===== src/rtl/div_op_pkg.sv =====
// Shared definitions for the iterative divide/remainder operator.
// Holds the FSM state type, the opcode constants (four ASCII characters
// packed into 32 bits) with opcode classification helpers, and the
// result-width adjustment rule that the cast stage also uses.
package div_op_pkg;

    typedef enum logic [1:0] {
        IDLE = 2'd0,
        ITER = 2'd1,
        FIX  = 2'd2
    } state_e;

    localparam logic [31:0] OP_UDIV = "udiv";
    localparam logic [31:0] OP_SDIV = "sdiv";
    localparam logic [31:0] OP_UREM = "urem";
    localparam logic [31:0] OP_SREM = "srem";

    function automatic logic is_signed_op(input logic [31:0] opcode);
        return (opcode == OP_SDIV) || (opcode == OP_SREM);
    endfunction

    function automatic logic is_rem_op(input logic [31:0] opcode);
        return (opcode == OP_UREM) || (opcode == OP_SREM);
    endfunction

    function automatic logic is_valid_op(input logic [31:0] opcode);
        return (opcode == OP_UDIV) || (opcode == OP_SDIV) ||
               (opcode == OP_UREM) || (opcode == OP_SREM);
    endfunction

    // Treat the low 'width' bits of value as the result and fill the upper
    // bits with its sign (signed ops) or zeros (unsigned ops). The caller
    // truncates to its return width, so narrowing is handled there.
    function automatic logic [63:0] sat_extend(input logic [63:0] value,
                                               input int          width,
                                               input logic        is_signed);
        logic [63:0] res;
        logic        fill;
        fill = is_signed ? value[width-1] : 1'b0;
        for (int i = 0; i < 64; i++) begin
            res[i] = (i < width) ? value[i] : fill;
        end
        return res;
    endfunction

endpackage


===== src/rtl/div_step.sv =====
// One restoring-division step, purely combinational.
// Ports:
//   rem_i     partial remainder (always < divisor for a non-zero divisor)
//   msb_i     next dividend bit shifted into the remainder
//   divisor_i divisor magnitude
//   rem_o     next partial remainder
//   qbit_o    quotient bit produced by this step
module div_step #(
    parameter int ParamBitWidth = 32
) (
    input  logic [ParamBitWidth-1:0] rem_i,
    input  logic                     msb_i,
    input  logic [ParamBitWidth-1:0] divisor_i,
    output logic [ParamBitWidth-1:0] rem_o,
    output logic                     qbit_o
);

    localparam int N = ParamBitWidth;

    logic         carry_s;
    logic [N-1:0] shifted_lo_s;
    logic [N-1:0] diff_s;

    // Shift-and-trial-subtract. The shifted remainder is N+1 bits wide; when
    // its top bit is set it exceeds any N-bit divisor, and the true difference
    // still fits in N bits, so the wrapped N-bit subtraction is exact.
    always_comb begin
        carry_s      = rem_i[N-1];
        shifted_lo_s = {rem_i[N-2:0], msb_i};
        diff_s       = shifted_lo_s - divisor_i;
        if (carry_s || (shifted_lo_s >= divisor_i)) begin
            qbit_o = 1'b1;
            rem_o  = diff_s;
        end else begin
            qbit_o = 1'b0;
            rem_o  = shifted_lo_s;
        end
    end

endmodule


===== src/rtl/div_rem_op.sv =====
// Multi-cycle integer divide/remainder operator (udiv/sdiv/urem/srem).
// Restoring divider producing one quotient bit per enabled cycle; result is
// sign/zero-extended or truncated to ReturnBitWidth and held in 'ret'.
// Ports:
//   clk, rst_n   clock, asynchronous active-low reset
//   enable       global stall; all registers hold while low
//   start        request, accepted in IDLE when enable is high
//   lhs, rhs     dividend / divisor, sampled on accept
//   ret          registered result, held until the next done
//   busy         operation in flight
//   done         one-enabled-cycle result-valid pulse
//   div_by_zero  qualifies done: divisor was zero
module div_rem_op
    import div_op_pkg::*;
#(
    parameter logic [31:0] ParamOpCode    = OP_UDIV,
    parameter int          ParamBitWidth  = 32,
    parameter int          ReturnBitWidth = 32
) (
    input  logic                      clk,
    input  logic                      rst_n,
    input  logic                      enable,
    input  logic                      start,
    input  logic [ParamBitWidth-1:0]  lhs,
    input  logic [ParamBitWidth-1:0]  rhs,
    output logic [ReturnBitWidth-1:0] ret,
    output logic                      busy,
    output logic                      done,
    output logic                      div_by_zero
);

    localparam int   N         = ParamBitWidth;
    localparam int   R         = ReturnBitWidth;
    localparam int   CW        = $clog2(N);
    localparam logic SIGNED_OP = is_signed_op(ParamOpCode);
    localparam logic REM_OP    = is_rem_op(ParamOpCode);
    localparam logic VALID_OP  = is_valid_op(ParamOpCode);

    state_e        state_q, state_d;
    logic [CW-1:0] cnt_q, cnt_d;
    logic [N-1:0]  dvd_q, dvd_d;     // dividend, becomes the quotient bit by bit
    logic [N-1:0]  dvs_q, dvs_d;     // divisor magnitude
    logic [N-1:0]  rem_q, rem_d;     // partial remainder
    logic          q_neg_q, q_neg_d;
    logic          r_neg_q, r_neg_d;
    logic          zero_div_q, zero_div_d;
    logic          busy_q, busy_d;
    logic          done_q, done_d;
    logic          dbz_q, dbz_d;
    logic [R-1:0]  ret_q, ret_d;

    logic          accept_s;
    logic          lhs_neg_s, rhs_neg_s;
    logic [N-1:0]  lhs_mag_s, rhs_mag_s;
    logic [N-1:0]  step_rem_s;
    logic          step_qbit_s;
    logic [N-1:0]  quot_fix_s, rem_fix_s, sel_s;
    logic [63:0]   ext_s;

    div_step #(.ParamBitWidth(N)) u_step (
        .rem_i     (rem_q),
        .msb_i     (dvd_q[N-1]),
        .divisor_i (dvs_q),
        .rem_o     (step_rem_s),
        .qbit_o    (step_qbit_s)
    );

    // An unrecognised opcode never leaves IDLE, so ret stays 0 and done never fires.
    assign accept_s = (state_q == IDLE) && start && VALID_OP;

    // State register.
    always_ff @(posedge clk or negedge rst_n) begin
        if (!rst_n) begin
            state_q <= IDLE;
        end else if (enable) begin
            state_q <= state_d;
        end
    end

    // Next-state logic.
    always_comb begin
        state_d = state_q;
        case (state_q)
            IDLE: begin
                if (accept_s) state_d = ITER;
                else          state_d = IDLE;
            end
            ITER: begin
                if (cnt_q == '0) state_d = FIX;
                else             state_d = ITER;
            end
            FIX:     state_d = IDLE;
            default: state_d = IDLE;
        endcase
    end

    // Operand magnitudes and the sign-corrected, width-adjusted result.
    always_comb begin
        lhs_neg_s = SIGNED_OP && lhs[N-1];
        rhs_neg_s = SIGNED_OP && rhs[N-1];
        // |MIN| wraps to MIN, which the unsigned datapath reads as 2^(N-1).
        lhs_mag_s = lhs_neg_s ? -lhs : lhs;
        rhs_mag_s = rhs_neg_s ? -rhs : rhs;
        // A zero divisor yields an all-ones quotient; leaving it un-negated
        // gives -1 for sdiv. The remainder is |lhs| there, and the normal
        // dividend-sign correction turns it back into lhs for srem.
        if (q_neg_q && !zero_div_q) quot_fix_s = -dvd_q;
        else                        quot_fix_s = dvd_q;
        if (r_neg_q) rem_fix_s = -rem_q;
        else         rem_fix_s = rem_q;
        if (REM_OP) sel_s = rem_fix_s;
        else        sel_s = quot_fix_s;
        ext_s = sat_extend(64'(sel_s), N, SIGNED_OP);
    end

    // Output and datapath next-values per state.
    always_comb begin
        cnt_d      = cnt_q;
        dvd_d      = dvd_q;
        dvs_d      = dvs_q;
        rem_d      = rem_q;
        q_neg_d    = q_neg_q;
        r_neg_d    = r_neg_q;
        zero_div_d = zero_div_q;
        busy_d     = busy_q;
        ret_d      = ret_q;
        done_d     = 1'b0;
        dbz_d      = 1'b0;
        case (state_q)
            IDLE: begin
                if (accept_s) begin
                    dvd_d      = lhs_mag_s;
                    dvs_d      = rhs_mag_s;
                    rem_d      = '0;
                    cnt_d      = CW'(N - 1);
                    q_neg_d    = lhs_neg_s ^ rhs_neg_s;
                    r_neg_d    = lhs_neg_s;
                    zero_div_d = (rhs == '0);
                    busy_d     = 1'b1;
                end else begin
                    busy_d     = 1'b0;
                end
            end
            ITER: begin
                rem_d = step_rem_s;
                dvd_d = {dvd_q[N-2:0], step_qbit_s};
                if (cnt_q != '0) cnt_d = cnt_q - CW'(1);
                else             cnt_d = cnt_q;
            end
            FIX: begin
                ret_d  = R'(ext_s);
                done_d = 1'b1;
                dbz_d  = zero_div_q;
                busy_d = 1'b0;
            end
            default: begin
                busy_d = 1'b0;
            end
        endcase
    end

    // Datapath and output registers; everything holds while enable is low.
    always_ff @(posedge clk or negedge rst_n) begin
        if (!rst_n) begin
            cnt_q      <= '0;
            dvd_q      <= '0;
            dvs_q      <= '0;
            rem_q      <= '0;
            q_neg_q    <= 1'b0;
            r_neg_q    <= 1'b0;
            zero_div_q <= 1'b0;
            busy_q     <= 1'b0;
            done_q     <= 1'b0;
            dbz_q      <= 1'b0;
            ret_q      <= '0;
        end else if (enable) begin
            cnt_q      <= cnt_d;
            dvd_q      <= dvd_d;
            dvs_q      <= dvs_d;
            rem_q      <= rem_d;
            q_neg_q    <= q_neg_d;
            r_neg_q    <= r_neg_d;
            zero_div_q <= zero_div_d;
            busy_q     <= busy_d;
            done_q     <= done_d;
            dbz_q      <= dbz_d;
            ret_q      <= ret_d;
        end
    end

    assign ret         = ret_q;
    assign busy        = busy_q;
    assign done        = done_q;
    assign div_by_zero = dbz_q;

endmodule


===== config.mk =====
export PLATFORM = sky130hd
export DESIGN_NAME = div_rem_op
export DESIGN_NICKNAME = d
export VERILOG_FILES = /design/src/rtl/div_op_pkg.sv /design/src/rtl/div_step.sv /design/src/rtl/div_rem_op.sv
export SDC_FILE = /design/constraint.sdc
export NUM_CORES = 1
export LEC_CHECK = 0
export ABC_CLOCK_PERIOD_IN_PS = 2800
export CAP_MARGIN = 20
export CORE_ASPECT_RATIO = 1.1
export CORE_UTILIZATION = 48
export DETAILED_ROUTE_END_ITERATION = 12
export GPL_ROUTABILITY_DRIVEN = 0
export PLACE_DENSITY = 0.73
export SLEW_MARGIN = 20
export SYNTH_ARGS = -nofsm -noshare
export SYNTH_HDL_FRONTEND = slang
export SYNTH_HIERARCHICAL = 1
export SYNTH_SLANG_ARGS = --single-unit

===== constraint.sdc =====
create_clock -name clk -period 2.8 [get_ports clk]
set_input_delay 0.42 -clock clk [delete_from_list [all_inputs] [get_ports clk]]
set_output_delay 0.42 -clock clk [all_outputs]
set_load 0.05 [all_outputs]

* Word level (Yosys, flattened, before mapping)
Cells that the tools add are included.
Storage, ports and cells: flip-flop bits (word level) 139, bits of input ports 68, logic and storage cells 46, output and inout bits 35
Cells by class: add/sub/neg operators 2, bitwise logic cells 1, order comparisons 1, reduce and logical (&&, ||, !) cells 12, equality and inequality tests 4, muxes and demuxes 16
Operators with widths (number):
- 32-bit one-hot mux with 2 select lines | 2
- 32-bit 2-to-1 mux | 3
- 32-bit greater-or-equal comparator | 1
- 32-bit zero test | 1
- 32-bit subtractor | 1
- 5-bit 2-to-1 mux | 2
- 5-bit one-hot mux with 2 select lines | 1
- 3-bit AND reduction | 2
- 5-bit zero test | 1
- 1-bit 2-to-1 mux | 5
- 5-bit nonzero test | 1
- 5-bit by 1-bit subtractor with 5-bit output, second input constant | 1
- 2-bit inequality test, second input constant | 2
- 2-bit one-hot mux with 2 select lines | 1
- 2-bit AND reduction | 2
- 4-bit AND reduction | 1
- 2-bit by 1-bit equality test with 1-bit output, second input constant | 1
- 2-bit equality test, second input constant | 1
- 2-bit zero test | 1
- 2-bit 2-to-1 mux | 1
- 1-bit one-hot mux with 2 select lines | 1
- 2-bit nonzero test | 1
- 1-bit logical AND | 1
- 1-bit logical OR | 1
- 1-bit NOT | 1

* Longest topological paths before layout
depth after elaboration 4, depth in mapped cells 15, depth with buffers taken out 14

* By module
The synthesis kept the hierarchy.
Modules (own cells, without submodules):
- div_rem_op | area each 5950.7 um2, times used 1, cells each 481, sequential area each 3478.3 um2
- div_step | area each 2411.1 um2, times used 1, cells each 376, sequential area each 0.0 um2

* Worst setup path before layout
OpenSTA, ideal clock, no wires.
kind reg-to-reg, start point register dvd_q[31], end point register rem_q[30], setup slack 0.108 ns, data arrival time 2.618 ns, period minus slack after synthesis 2.692 ns, stages on the path, launching flop included 14, setup time 0.074 ns, required time 2.726 ns, path buffers 0, cells stage by stage dfrtp_1 -> inv_1 -> ha_1 -> fa_1 -> nor2b_1 -> o31ai_4 -> a2111oi_0 -> nor2_1 -> a31oi_1 -> a311oi_1 -> xor2_1 -> a21oi_1 -> nand2_1 -> o21ai_2
Between the ends: longest elaborated chain between the ends 4, elaborated cells on any way between the ends 5, those cells by class add/sub: 1; order compare: 1; mux: 2; reduce/logical: 1
RTL lines:
- from (decl) | line div_rem_op.sv:41 | logic [N-1:0] dvd_q, dvd_d;
- from (signal assigned) | line div_rem_op.sv:178 | dvd_q <= dvd_d;
- 32-bit greater-or-equal comparator | line div_step.sv:31 | if (carry_s || (shifted_lo_s >= divisor_i)) begin
- 1-bit logical OR | line div_step.sv:31
- 32-bit 2-to-1 mux * | line div_step.sv:31
- via step_rem_s[30] | line div_rem_op.sv:55 | logic [N-1:0] step_rem_s;
- 32-bit one-hot mux with 2 select lines * | line div_rem_op.sv:129 | case (state_q)
- to (signal assigned) | line div_rem_op.sv:180 | rem_q <= rem_d;
- to (decl) | line div_rem_op.sv:43 | logic [N-1:0] rem_q, rem_d;
The timed path passes the listed nets; every way through them passes the cells marked *. A chain may end at the register's enable or synchronous reset.

* Worst setup path in the final report
start point register rem_q[14], end point register rem_q[23]
Between the ends: longest elaborated chain between the ends 4, elaborated cells on any way between the ends 5, those cells by class add/sub: 1; order compare: 1; mux: 2; reduce/logical: 1
RTL lines (line):
- 32-bit greater-or-equal comparator | div_step.sv:31
- 1-bit logical OR | div_step.sv:31
- 32-bit 2-to-1 mux * | div_step.sv:31
- via step_rem_s[23] | div_rem_op.sv:55
- 32-bit one-hot mux with 2 select lines * | div_rem_op.sv:129
Marks and branches as above.

==> qor.yml <==
run_status: "finished, violations left"
violations: "negative setup slack"
hold_violations: 0
fmax_mhz: 354
p_comb_share_pct: 61.4
maxCapViolations: 0
synth_area_um2: 8360
whs_path_depth: 2
grt_usage_pct: 24.4
cts_buffer_depth: 2
clockPowerShare_pct: 16.3
hold_path.class: "reg -> reg"
drtIter0Drc: 470
cpPeakStageDelay_ps: 460
num_rows: 50
yosysTopAreaCell: "dfrtp_1"
portBuffers: 102
grt_overflow: 0
die_area_um2: 18000
crit_buf_inv: 1
die_width_um: 128
synth_edf_count: 0
r2r_start: "rem_q[14]$_DFFE_PN0P_"
clock_sinks: 139
synth-seq-cells: 139
arrival_ps: 3170
antenna_found_initial: 0
drt_wl_total_um: 21200
path_delay_family: "compound AO/OA/AOI/OAI gates"
ys_top_cells_by_area: "dfrtp_1, mux2_2, o21ai_0, ha_1, o21ai_2"
synthCells: 857
cp-startpoint: "rem_q[14]$_DFFE_PN0P_"
crit_chain: "ha_1 -> o21ai_0 -> nor2_1 -> or4_1 -> a221oi_4 -> buf_4 -> a21o_1 -> a21boi_0 -> o31ai_2 -> nand2_1 -> o21ai_2"
first_pass_iters: 5
rsz0062_at_grt: "yes"
hold_slack_ps: 500
power_density_nw_per_um2: 1340
diodes: 0
clk-insertion-delay-late_ps: 420
start_kind: "flip-flop"
p_leak_nw: 4.96
vias_per_cell: 5.71
period_needed_ps: 2830
nets: 1095
async_flop_share_pct: 100
dp.cells: 1195
ir_drop_v: 0.000637
final_cell_count_no_fill: 1240
crit_type: "reg -> reg"
ant_nets: 0
ys_seq_area_share_pct: 41.6
crit_fanout: 5
grt_pass1_vias: 6983
placeableCoreArea_um2: 17000
tritoncts: "done"
root_buffer: "clkbuf_16"
clk_pin_slew_worst_paths_ps: 60
yosysWarnings: 6
htreeDepth: 4
maxSlewHeadroom_pct: 52.3
power_switching_share_pct: 43.7
wl_per_cell_um: 17.1
io_pins: 103
synth_most_common_cell: "dfrtp_1"
r2r_slack_ps: -30
grt_pass1_wl_um: 34700
avgSynthCellArea_um2: 9.76
fin_crit_sh_pct: 101
cp.required_ps: 3150
slew_violations: 0
hold_end: "zero_div_q$_DFFE_PN0P_"
timing.final.ws_setup_ps: -25.0
synth_common_cells: "dfrtp_1, o21ai_0, nand2_1"
timing.rr.end: "rem_q[23]$_DFFE_PN0P_"
cp-end-kind: "flip-flop"
fin_skew_ps: 11.1
worst-r2r-cell-count: 11
synth_flop_cell: "dfrtp_1"
grt_max_degree: 71
cp_slowest_cell: "or4_1"
hpwl_um: 14300
synth.distinct_cells: 70
utilization_pct: 63.2
p_sw_mw: 6.30
sequentialPowerShare_pct: 22.3
setup_viol: 5
synth_nets: 959
vias: 7078
crit_cells: 11
syn_to_final_growth_pct: 28.6
initial_core_util_pct: 49.1
min_from: "zero_div_q$_DFFE_PN0P_"
synth_top_area_share_pct: 41.6
p_int_mw: 8.13
drive_gt1_share_pct: 25.6
die_h_um: 140
cts_made_buffers: 17
tightest_slew_ps: 716
drc: 0
==> worst min-delay path, delay by kind of cell, from the launching register on <==
kind / cells / cell delay [ps]
flip-flops: 1 / 350
AO/OA/AOI/OAI: 1 / 60
AND/OR/NAND/NOR: 1 / 50
==> power groups by stage <==
stage	registers (mW)	clock network, mW	logic, mW
finish	3.22	2.36	8.86
global route	3.31	2.49	9.72
floorplan	3.14	0	5.90
global placement	3.19	0	7.82
CTS	3.20	2.40	8.22
detailed placement	3.22	0	7.96
==> flip-flops by register name (all words and copies together), names as in the netlist <==
name and count:
done 1, ret 32, zero_div_q 1, rem_q 32, dvs_q 32, div_by_zero 1, dvd_q 32, cnt_q 5
state_q 2, busy 1
==> kinds of logic after synthesis <==
logic type	count (synthesis)	synth area share (%)
XOR/XNOR	18	1.89
buffers and inverters	99	5.54
flip-flops	139	41.6
multiplexers	97	12.6
AND/OR/NAND/NOR	177	10.1
adder cells (fa/ha/maj)	34	5.18
AO/OA/AOI/OAI	293	23.1
==> stage by stage <==
step | total power [mW] | setup TNS [ps] | instance area, um^2 | worst slack, ps
2_1_floorplan | 9.03 | 0 | 8360 | 108
3_3_place_gp | 11.0 | -224 | 9840 | -97.8
3_5_place_dp | 11.2 | -774 | 9840 | -150
4_1_cts | 13.8 | -39.0 | 10500 | -27.9
5_1_grt | 15.5 | -3420 | 10800 | -162
6_report | 14.4 | -90.6 | 10800 | -25.0
==> timing repair <==
| action | CTS | global route |
|---|---|---|
| pin swaps | 8 | 15 |
| hold buffers | 1 | 0 |
| buffers inserted | 4 | 9 |
| endpoints found under the hold margin | 51 | 0 |
| resized for setup | 11 | 35 |
| endpoints found under the setup margin | 27 | 33 |
==> cell type report <==
cell class | count | area, um^2
clock buffer | 18 | 429
multi-input combinational | 619 | 4630
tap | 234 | 293
clock inverter | 14 | 186
timing repair buffer | 169 | 1560
fill | 1436 | 6260
inverter | 47 | 176
sequential | 139 | 3480
==> placed cells by master (no fill, tap or decap), drive strengths merged, types with 5 or more instances in the layout <==
master and count:
nor4 11, nand4 7, xor2 10, inv 52, o31ai 11, a21oi 48
nand2 74, o21ai 158, a31oi 6, clkinv 5, nand3 14, a21o 18
nand2b 6, xnor2 8, mux2i 33, dfrtp 139, nor2b 5, nor3 8
o21a 6, clkbuf 18, a211oi 5, buf 67, o21bai 5, mux2 64
clkdlybuf4s50 101, nor2 33, ha 33
==> worst max-delay path by stage <==
stage | end | slack (ps)
floorplan | rem_q[30]$_DFFE_PN0P_ | 110
global placement | rem_q[30]$_DFFE_PN0P_ | -100
detailed placement | rem_q[30]$_DFFE_PN0P_ | -150
CTS | rem_q[29]$_DFFE_PN0P_ | -30
global route | rem_q[23]$_DFFE_PN0P_ | -160
finish | rem_q[23]$_DFFE_PN0P_ | -30
==> routing by layer <==
layer	wire, um	share of wire, %	up-vias	global-route usage, %
met5	0	0	-	0
met4	410	1.9	0	7.74
met3	1190	5.6	35	5.50
met2	10200	48	224	40.8
met1	9390	44	3438	31.3
li1	-	-	3381	-
No activity file was read; power rests on OpenSTA's default activity.
==> edit 1: new RTL, config.mk and constraints unchanged <==
Make the reset (`rst_n`) synchronous in 2 clocked blocks. Comments in the files are not updated.
--- a/src/rtl/div_rem_op.sv
+++ b/src/rtl/div_rem_op.sv
@@ -71,3 +71,3 @@
     // State register.
-    always_ff @(posedge clk or negedge rst_n) begin
+    always_ff @(posedge clk) begin
         if (!rst_n) begin
@@ -162,3 +162,3 @@
     // Datapath and output registers; everything holds while enable is low.
-    always_ff @(posedge clk or negedge rst_n) begin
+    always_ff @(posedge clk) begin
         if (!rst_n) begin
Function: differs if rst_n is asserted again (counterexample within 4 cycles, from zero or initial values and one cycle with rst_n low); with rst_n held inactive, the same outputs for 10 cycles.
==> edit 1 against the original RTL <==
The flow still finishes with violations (negative setup slack); setup slack got worse by 0.093 ns; synthesized area shrank 5.6%; sequential cell count did not move; first-iteration DRC count up 42%; wire length rose by 13%; via count rose by 18%; clock skew shrank 0.0028 ns; design area decreased by 0.99%; critical path type unchanged; critical endpoint is now rem_q[30]; global-route usage increased by 2.6 points.
Power is not compared: it rests on default switching activity, and its combinational part moved more than twofold at a synthesized area within 25%.
==> edit 1: results (changes against the original RTL) <==
| Metric | Value |
|---|---|
| Outcome | `finished, violations left` |
| Failing checks | `negative setup slack` |
| Cells on worst reg2reg path | `14 (+3)` |
| Routed vias/inst | `5.956 (+4.3%)` |
| N_taps | `200 (-15%)` |
| Clock-cell share | `5.900% (+0.17 points)` |
| Final worst slack | `-0.1180 ns (-0.09293 ns)` |
| Largest net degree at the start of global routing | `44 (-38%)` |
| Sequential area share after synthesis | `35.23% (-6.4 points)` |
| Initial DRC Count | `669 (+42%)` |
| Area Growth Syn to Fin | `34.81%` |
| Setup WS pre-CTS | `-0.2404 ns (-0.09043 ns)` |
| Max Clock Skew | `0.008320 ns (-0.002785 ns)` |
| Vias in the first global route | `7771 (+11%)` |
| Synth Flop Type | `dfxtp_1` |
| Fraction of registers with async set or reset after synthesis | `0% (-100 points)` |
| Area leader, netlist | `dfxtp_1` |
| Count of different cell masters after synthesis | `68 (-2.9%)` |
| Final setup fails | `14 (+9)` |
| R2r endpoint | `rem_q[30]` |
| Post-cts sizing count | `25 (+14)` |
| Worst r2r src | `dvd_q[31]` |
| Top cells by count, synth | `nand2_1 (232), a21oi_1 (180), dfxtp_1 (139), o21ai_0 (58), inv_1 (45)` |
| Dominant cells by area after synthesis | `dfxtp_1 (35%), a21oi_1 (11%), nand2_1 (11%)` |
| Via count | `8356 (+18%)` |
| Worst slew margin | `49.93% (-2.4 points)` |
| Setup TNS | `-0.5932 ns (-0.5027 ns)` |
| Final non-clock buffer share | `16.97% (+2.5 points)` |
| Crit-path max FO | `3 (-2)` |
| HPWL after DPL | `15440 microns (+8.4%)` |
| Critical path's slowest cell | `fa_2` |
| Syn_area_per_cell | `7.430 sq um (-24%)` |
| First-pass GRT wire length | `37550 microns (+8.3%)` |
| Footprint of the multi-input gates | `4990 sq um (+7.7%)` |
| #MultiIn Comb | `794 (+28%)` |
| Gr usage total | `26.94% (+2.6 points)` |
edit 1: changes by cell type in the layout (fill, tap and decap cells not counted), moves of 32 or more:
| cell | unedited run | this run |
|---|---|---|
| mux2i_1 | 33 | 1 |
| dfxtp_1 | 0 | 135 |
| o21ai_2 | 42 | 1 |
| mux2_2 | 64 | 0 |
| o21ai_0 | 113 | 53 |
| a21oi_1 | 39 | 164 |
| dfrtp_1 | 138 | 0 |
| a311oi_1 | 1 | 33 |
| nand2_1 | 74 | 230 |
edit 1: power groups by stage:
stage | logic [mW] | registers (mW) | clock network, mW
floorplan | 2.04 | 2.22 | 0
global placement | 2.81 | 2.23 | 0
detailed placement | 2.83 | 2.23 | 0
CTS | 3.15 | 2.19 | 2.44
global route | 4.07 | 2.22 | 2.53
finish | 3.79 | 2.20 | 2.42
edit 1: how the worst max path moves through the flow:
stage / from / end / slack [ns] / cells after the start
2_1_floorplan: dvd_q[31] / rem_q[30] / 0.05 / 13
3_3_place_gp: dvd_q[31] / rem_q[20] / -0.10 / 13
3_5_place_dp: dvd_q[31] / rem_q[28] / -0.24 / 13
4_1_cts: dvs_q[1] / rem_q[23] / -0.005 / 13
5_1_grt: dvd_q[31] / rem_q[30] / -0.20 / 14
6_report: dvd_q[31] / rem_q[30] / -0.12 / 14
edit 1: layer usage:
metal	up-vias	wire length [microns]	track usage [%]
li1	4049	-	-
met1	3965	9972	31.87
met2	286	12000	47.51
met3	56	1297	5.825
met4	0	673	10.78
met5	-	0	0
edit 1: cells by family after synthesis:
logic type	count (synthesis)	synth area share [%]
AOI/OAI and AO/OA	360	28.25
xor gates and xnor gates	18	1.996
DFF	139	35.23
adders and majority gates	34	5.482
muxes	1	0.1267
buffers and inverters	130	7.177
and+or+nand+nor	381	21.74
==> edit 2: new RTL, same settings <==
Without the edit above. `ParamBitWidth` is set to 32 in 2 places; all go to 64.
--- a/src/rtl/div_step.sv
+++ b/src/rtl/div_step.sv
@@ -8,3 +8,3 @@
 module div_step #(
-    parameter int ParamBitWidth = 32
+    parameter int ParamBitWidth = 64
 ) (
--- a/src/rtl/div_rem_op.sv
+++ b/src/rtl/div_rem_op.sv
@@ -16,3 +16,3 @@
     parameter logic [31:0] ParamOpCode    = OP_UDIV,
-    parameter int          ParamBitWidth  = 32,
+    parameter int          ParamBitWidth  = 64,
     parameter int          ReturnBitWidth = 32
Interface: changed (resized lhs and rhs); port bits go from 103 to 167. The function was not compared with the original's and may differ.
==> edit 2 against the original RTL <==
The run still ends with negative setup slack left; design area rose by 97%; count of clock-buffer cells in the layout increased by 21; clock power increased by 51%; critical endpoint is now rem_q[15]; highest routed layer is now met5; power increased by 46%; wire length rose by 120%; synthesized area grew 80%; setup slack got worse by 0.37 ns; sequential cell count rose by 97.
==> edit 2: results (changes against the original RTL) <==
| Metric | Value |
|---|---|
| Placed insts | `2444 (+100%)` |
| XOR/XNOR Fraction of Synth Area | `2.912% (+1.0 points)` |
| First-pass GRT wire length | `73900 microns (+110%)` |
| Sequential area share after synthesis | `39.26% (-2.3 points)` |
| Post-Synth Adder-Cell Area | `5.540% (+0.36 points)` |
| Worst Hold Class | `input port to async pin` |
| Layout cells sized above 1 | `30.44% (+4.8 points)` |
| Gr usage total | `28.63% (+4.3 points)` |
| Count of different cell masters after synthesis | `80 (+14%)` |
| Peak supply drop | `0.5928 mV (-6.9%)` |
| Drt wl/cell | `18.41 microns (+7.5%)` |
| Worst slew margin | `55.19% (+2.9 points)` |
| Post-Syn Instances | `1684 (+96%)` |
| Critical path's slowest cell | `fa_2` |
| Switching part of the total | `40.61% (-3.1 points)` |
| Final setup fails | `65 (+60)` |
| Post-synthesis net count | `1882 (+96%)` |
| Critical path arrival | `3.62 ns (+0.45 ns)` |
| Final worst slack | `-0.3983 ns (-0.3733 ns)` |
| P_leak | `10.16 nW (+110%)` |
| Routed vias/inst | `5.680 (-0.50%)` |
| Cells on worst reg2reg path | `17 (+6)` |
| Port Buf Inserts | `166 (+63%)` |
| R2r endpoint | `rem_q[15]` |
| Synth Area in Compound Gates | `15.98% (-7.2 points)` |
| Crit-path max cell delay | `0.40 ns (-0.06 ns)` |
| Worst-Skew Late Latency | `0.54 ns (+0.12 ns)` |
| Outcome | `finished, violations left` |
| H-tree depth | `1 (-3)` |
| Vias in the first global route | `14860 (+110%)` |
| Dominant cells by area after synthesis | `dfrtp_1 (39%), mux2_2 (7.2%), nand2_1 (6.9%)` |
| Min Hold Slack | `0.4554 ns (-0.04412 ns)` |
| Initial DRC Count | `969 (+110%)` |
| Max clock buf depth | `3 (+1)` |
| Initial antenna violation count | `1 (+1)` |
| Failing checks | `negative setup slack` |
| Largest net degree at the start of global routing | `88 (+24%)` |
| Top cells by count, synth | `nand2_1 (277), dfrtp_1 (236), o21ai_0 (110), a21oi_1 (99), mux2_2 (96)` |
| Fillers | `2299 (+60%)` |
| HPWL after DPL | `32510 microns (+130%)` |
-- edit 2: power by group through the flow --
stage	sequential [mW]	combinational, mW	clock, mW
after global routing	4.89	13.6	3.76
after floorplan	4.76	6.17	0
after detailed placement	4.78	10.2	0
after global placement	4.74	10.0	0
final	4.79	12.7	3.56
after CTS	4.76	11.2	3.64
-- edit 2: repair_timing --
| item | 4_1_cts | 5_1_grt |
|---|---|---|
| hold buffers | 1 | 0 |
| setup endpoints to repair | 65 | 65 |
| resized for setup | 83 | 122 |
| pin swaps | 41 | 77 |
| endpoints found under the hold margin | 70 | 0 |
| setup buffers | 19 | 13 |
| cloned | 3 | 3 |
-- edit 2: logic make-up after synthesis --
family	after synthesis
AND/OR/NAND/NOR	589
AO/OA/AOI/OAI	382
flip-flops	236
buffers and inverters	195
multiplexers	166
adder cells (fa/ha/maj)	66
XOR/XNOR	50
-- edit 2: metrics by stage --
step	instance area, sq um	setup slack [ns]	utilization [%]
6_report	21150	-0.3983	68.93
3_3_place_gp	19000	-0.3681	61.92
3_5_place_dp	19000	-0.3634	61.92
5_1_grt	21150	-0.5453	68.93
2_1_floorplan	15070	-0.05053	-
4_1_cts	20540	-0.3326	66.94
-- edit 2: worst register-to-register path: stages, from the launching register on --
cell,delay (ns)
dfrtp_1,0.34
inv_1,0.05
ha_2,0.20
fa_2,0.40
nand2b_4,0.17
a21oi_4,0.18
o2111ai_4,0.16
buf_6,0.16
a311oi_4,0.23
o21ai_2,0.12
a31oi_4,0.22
nor2_4,0.07
clkinv_4,0.11
buf_12,0.12
buf_12,0.12
mux2_4,0.31
nand3_2,0.05
nand2_1,0.06
-- edit 2: final cells by class --
type	instances	area (sq um)	share of cell area (%)
well taps	414	518.0	2.449
clock buffers	39	770.7	3.644
inverters	88	335.3	1.585
flip-flops and latches	236	5906	27.92
repair buffers	487	4424	20.92
multi-input cells	1253	9089	42.97
clock inverters	6	107.6	0.5088
-- edit 2: worst max path at each step --
stage              start         to  slack (ns)  cells after the start
6_report       dvd_q[63]  rem_q[15]       -0.40                     17
5_1_grt        dvd_q[63]   rem_q[9]       -0.55                     19
4_1_cts        dvd_q[63]  rem_q[58]       -0.33                     16
3_5_place_dp   dvd_q[63]  rem_q[48]       -0.36                     16
3_3_place_gp    rem_q[4]  rem_q[53]       -0.37                     14
2_1_floorplan  dvd_q[63]  rem_q[15]       -0.05                     15
-- edit 2: layer usage --
metal	up-vias	global-route usage [%]	wire length (microns)
met1	6955	34.39	18460
met3	130	6.142	3386
met5	-	0	13
li1	6726	-	-
met4	2	10.05	1664
met2	517	50.03	22920
